--- src/rtl/fsm_vector_driver.sv ---
// fsm_vector_driver: buffered vector playback and response checker for benchmark FSMs.
// Define FSM_DRV_MISR_EN to add a response MISR on the signature output.
module fsm_vector_driver #(
    parameter int X_W     = 13,
    parameter int Y_W     = 18,
    parameter int DEPTH   = 16,
    parameter int RST_CYC = 2,
    parameter int CNT_W   = 8
) (
    input  logic                       clk,
    input  logic                       rst,
    input  logic                       clear,
    input  logic                       load_valid,
    output logic                       load_ready,
    input  logic [X_W-1:0]             load_x,
    input  logic [Y_W-1:0]             load_y,
    input  logic                       start,
    output logic                       busy,
    output logic                       done,
    output logic                       dut_rst,
    output logic [X_W-1:0]             dut_x,
    input  logic [Y_W-1:0]             dut_y,
    output logic [CNT_W-1:0]           err_count,
    output logic                       first_err_valid,
    output logic [$clog2(DEPTH)-1:0]   first_err_idx,
    output logic [Y_W-1:0]             signature
);
    localparam int AW = $clog2(DEPTH);
    localparam int RW = $clog2(RST_CYC + 1);

    typedef enum logic [2:0] {IDLE, RST_DUT, RUN, DRAIN, DONE} state_t;

    state_t         state;
    logic [X_W-1:0] mem_x [DEPTH];
    logic [Y_W-1:0] mem_y [DEPTH];
    logic [AW:0]    fill;
    logic [AW:0]    idx;
    logic [RW-1:0]  rcnt;
    logic           cmp_v;
    logic [AW-1:0]  cmp_idx;
    logic [Y_W-1:0] exp_y;
    logic           idle;
    logic           acc;
    logic           miss;
    logic           launch;

    assign idle       = state == IDLE || state == DONE;
    assign load_ready = !rst && idle && !clear && fill < (AW+1)'(DEPTH);
    assign acc        = load_valid && load_ready;
    assign miss       = cmp_v && dut_y != exp_y;
    assign launch     = idle && start && !clear;

    always_ff @(posedge clk)
        if (acc) begin
            mem_x[fill[AW-1:0]] <= load_x;
            mem_y[fill[AW-1:0]] <= load_y;
        end

    always_ff @(posedge clk or posedge rst)
        if (rst) begin
            state           <= IDLE;
            fill            <= '0;
            idx             <= '0;
            rcnt            <= '0;
            cmp_v           <= 1'b0;
            cmp_idx         <= '0;
            exp_y           <= '0;
            busy            <= 1'b0;
            done            <= 1'b0;
            dut_rst         <= 1'b0;
            dut_x           <= '0;
            err_count       <= '0;
            first_err_valid <= 1'b0;
            first_err_idx   <= '0;
        end else begin
            if (acc) fill <= fill + 1'b1;
            if (miss) begin
                if (err_count != '1) err_count <= err_count + 1'b1;
                if (!first_err_valid) begin
                    first_err_valid <= 1'b1;
                    first_err_idx   <= cmp_idx;
                end
            end
            case (state)
                IDLE, DONE:
                    if (clear) begin
                        fill  <= '0;
                        state <= IDLE;
                        done  <= 1'b0;
                    end else if (start) begin
                        err_count       <= '0;
                        first_err_valid <= 1'b0;
                        first_err_idx   <= '0;
                        rcnt            <= '0;
                        // a load accepted alongside start joins this run
                        if (fill == '0 && !acc) begin
                            state <= DONE;
                            done  <= 1'b1;
                        end else begin
                            state   <= RST_DUT;
                            busy    <= 1'b1;
                            done    <= 1'b0;
                            dut_rst <= 1'b1;
                            dut_x   <= '0;
                        end
                    end
                RST_DUT:
                    if (rcnt == RW'(RST_CYC - 1)) begin
                        state   <= RUN;
                        dut_rst <= 1'b0;
                        idx     <= '0;
                    end else begin
                        rcnt <= rcnt + 1'b1;
                    end
                RUN: begin
                    dut_x   <= mem_x[idx[AW-1:0]];
                    exp_y   <= mem_y[idx[AW-1:0]];
                    cmp_idx <= idx[AW-1:0];
                    cmp_v   <= 1'b1;
                    idx     <= idx + 1'b1;
                    if (idx == fill - 1'b1) state <= DRAIN;
                end
                DRAIN: begin
                    cmp_v <= 1'b0;
                    busy  <= 1'b0;
                    done  <= 1'b1;
                    state <= DONE;
                end
                default: state <= IDLE;
            endcase
        end

`ifdef FSM_DRV_MISR_EN
    logic [Y_W-1:0] sig;

    always_ff @(posedge clk or posedge rst)
        if (rst)
            sig <= '0;
        else if (launch)
            sig <= '0;
        else if (cmp_v)
            sig <= {sig[Y_W-2:0], sig[Y_W-1]} ^ dut_y ^ (Y_W'(sig[Y_W-1]) << 3);

    assign signature = sig;
`else
    logic unused_launch;
    assign unused_launch = launch;
    assign signature     = '0;
`endif
endmodule

--- config.mk ---
export PLATFORM = sky130hd
export DESIGN_NAME = fsm_vector_driver
export DESIGN_NICKNAME = d
export VERILOG_FILES = /design/src/rtl/fsm_vector_driver.sv
export SDC_FILE = /design/constraint.sdc
export NUM_CORES = 1
export LEC_CHECK = 0
export CORE_AREA = 2 2 263 135
export DETAILED_ROUTE_END_ITERATION = 16
export DIE_AREA = 0 0 265 137
export PLACE_DENSITY = 0.88
export SLEW_MARGIN = 20
export SYNTH_ARGS = -nofsm -noshare
export SYNTH_HDL_FRONTEND = slang
export SYNTH_SLANG_ARGS = --single-unit
--- constraint.sdc ---
create_clock -name clk -period 7.8 [get_ports clk]
set_clock_uncertainty 0.2 [all_clocks]
set_input_delay 1.56 -clock clk [delete_from_list [all_inputs] [get_ports clk]]
set_output_delay 1.56 -clock clk [all_outputs]
set_load 0.03 [all_outputs]
==> results.yml <==
outcome:
  status: "complete, no violations"
global_routing:
  grt-ovfl-total: 0
  grt_start_max_net_pins: 117
  antenna_found_initial: 1
  grt_pass1_wl_um: 74700
  grt_pass1_vias: 11200
  grtUsageTotal_pct: 29.2
finish:
  nFillCells: 1825
  area_growth_syn_to_layout_pct: 14.3
  diodes: 0
  final_cell_mix: "edfxtp_1 (496), mux4_2 (155), nand2_1 (92), clkdlybuf4s50_1 (83), dfrtp_1 (63)"
  drive_gt1_share_pct: 23.3
  final_cells: 1642
  mostFrequentLayoutCell: "edfxtp_1"
  nets: 1216
  final_util_pct: 73.8
routing:
  vias: 11000
  postRouteAntennaNets: 0
  firstDrtPassIters: 5
  viasPerCell: 6.67
  wirelength_um: 50800
  wire_per_inst_um: 31.0
  first_iter_violations: 1455
  drc: 0
power_and_ir_drop:
  sequentialPowerShare_pct: 45.3
  p_per_area_nw_per_um2: 323
  max-vdd-ir-drop_mv: 0.360
  swShare_pct: 28.3
  p_int_mw: 5.81
  comb_power_share_pct: 24.6
  switchingPower_mw: 2.29
  total_leakage_power_nw: 8.19
  pwr-share-clk_pct: 30.1
timing:
  period_share_pct: 64.2
  setup_slack_ps: 2790
  maxSlewViolCount: 0
  slew_headroom_pct: 31.6
  max_freq_mhz: 200
  fin_setup_tns_ps: 0
  hold_viol: 0
  worst_slew_pin_slew_ps: 1030
  whs_ps: 287
  min_period_ps: 5010
  setup_viol: 0
  rsz0062_at_grt: "false"
critical_path:
  cp-startpoint: "clear"
  crit_fanout: 4
  reg2reg_to: "exp_y[0]$_DFFE_PP0P_"
  rrSetupSlack_ps: 4260
  critical_path_class: "input port to primary output"
  rr_worst_depth: 5
  worst_setup_path_end_kind: "primary output"
  r2r_start: "idx[1]$_DFFE_PP0P_"
  required_ps: 6040
  endpoint: "load_ready"
  critical_path_arrival_ps: 3250
  cp-start-kind: "input port"
placed_design:
  io_buffers: 83
  gp_congestion: 0.856
  dp.cells: 1548
  dpl_worst_slack_ps: 2670
  dpl.hpwl_um: 27900
yosys:
  synthFlopType: "edfxtp_1"
  syn-instance-count: 1052
  synth.avg_cell_area_sq_um: 20.9
  ys_seq_area_share_pct: 75.5
  yosysWarningCount: 0
  synth_cell_types: 47
  ys_async_sr_fraction_pct: 11.9
  ys_ff_latch: 563
  synth-edff-count: 496
  syn_area_sq_um: 22000
flow_run:
  cap_violations: 0
clock_tree:
  cts_made_buffers: 46
  cts_max_path_buffers: 3
  clkTransAtPathRegs_ps: 70
  cts_tree: "built"
  postCtsHoldBufs: 0
  post_cts_buffers: 0
  ctsRootBufferMaster: "clkbuf_16"
  clock-sinks: 563
  clk_latency_ps: 590
  h-tree-depth: 2
  cts-resized-gates: 0
min_path:
  hold_path_depth: 1
  hp-class: "register to register"
  hp-start: "busy$_DFFE_PP0P_"
floorplan:
  start_util_pct: 64.6
  dieArea_sq_um: 36300
  rows: 48
  die_x_um: 265
  fp.dieH_um: 137
  core_area_sq_um: 34000
  io_pins: 102
## synth_stat cells, drive strengths merged, types with 3 or more instances
cell type	number	share of area (%)
nand3	7	0.16
mux2i	5	0.23
dfrtp	67	7.6
nor3	7	0.16
nor2	28	0.49
and3	3	0.085
mux4	155	16
o21ai	16	0.36
ha	8	0.46
inv	7	0.12
xnor2	21	0.84
clkbuf	30	0.51
a21oi	8	0.18
nand2b	4	0.11
xor2	11	0.44
edfxtp	496	68
or3	4	0.14
a22o	14	0.56
nand4	6	0.17
nand2	92	1.6
buf	38	1.1
## logic make-up after synthesis
group	after synthesis	share of synthesized area (%)
compound gates	48	1.48
simple gates	164	3.42
flops	563	75.5
other cells	1	0.0171
fa+ha+maj	8	0.456
mux	161	16.2
xor+xnor	32	1.28
buf+inv	75	1.70
## registers in the layout, indices dropped and copies added, names as in the netlist
signal           cells
first_err_valid      1
cmp_v                1
busy                 1
first_err_idx        4
dut_rst              1
state                3
done                 1
idx                  5
mem_x              208
mem_y              288
fill                 5
dut_x               13
cmp_idx              4
rcnt                 2
err_count            8
exp_y               18
## stage by stage
stage	total power, mW	cell area [sq um]
2_1_floorplan	5.11	22000
4_1_cts	8.12	24900
5_1_grt	8.37	25100
6_report	8.10	25100
3_3_place_gp	5.63	23300
3_5_place_dp	5.70	23400
## worst min path at each step
stage / to / slack (ps)
after floorplan: cmp_idx[0]$_DFFE_PP0P_ / 250
after global placement: cmp_idx[3]$_DFFE_PP0P_ / 260
after detailed placement: cmp_idx[3]$_DFFE_PP0P_ / 270
after CTS: cmp_v$_DFFE_PP0P_ / 290
after global routing: busy$_DFFE_PP0P_ / 310
final: busy$_DFFE_PP0P_ / 290
## power groups by stage
stage	clock, mW	combinational, mW	sequential [mW]
after global routing	2.55	2.12	3.69
after floorplan	0	1.41	3.70
after CTS	2.45	2.00	3.67
after detailed placement	0	1.97	3.73
final	2.44	1.99	3.67
after global placement	0	1.92	3.72
## area by class of cell
cell class,count,area [sq um],share of cell area (%)
inverter,7,26.3,0.105
clock buffer,55,1210,4.80
timing repair buffer,105,1170,4.67
clock inverter,31,352,1.40
tap,450,563,2.24
sequential,563,16600,66.1
multi-input combinational,431,5200,20.7
## layer usage
layer	global-route usage, %	up-vias	wire, um	part of all wire (%)
li1	-	4435	-	-
met2	46.0	709	24300	48
met5	0	-	10	0.020
met4	7.82	2	1120	2.2
met3	7.59	93	5610	11
met1	41.7	5715	19800	39
## worst max-delay path: stages
cell,delay [ps]
clkdlybuf4s50_1,470
or3_4,380
nor3_1,140
clkdlybuf4s50_1,690
Note: power is estimated with default switching activity, not from simulation.
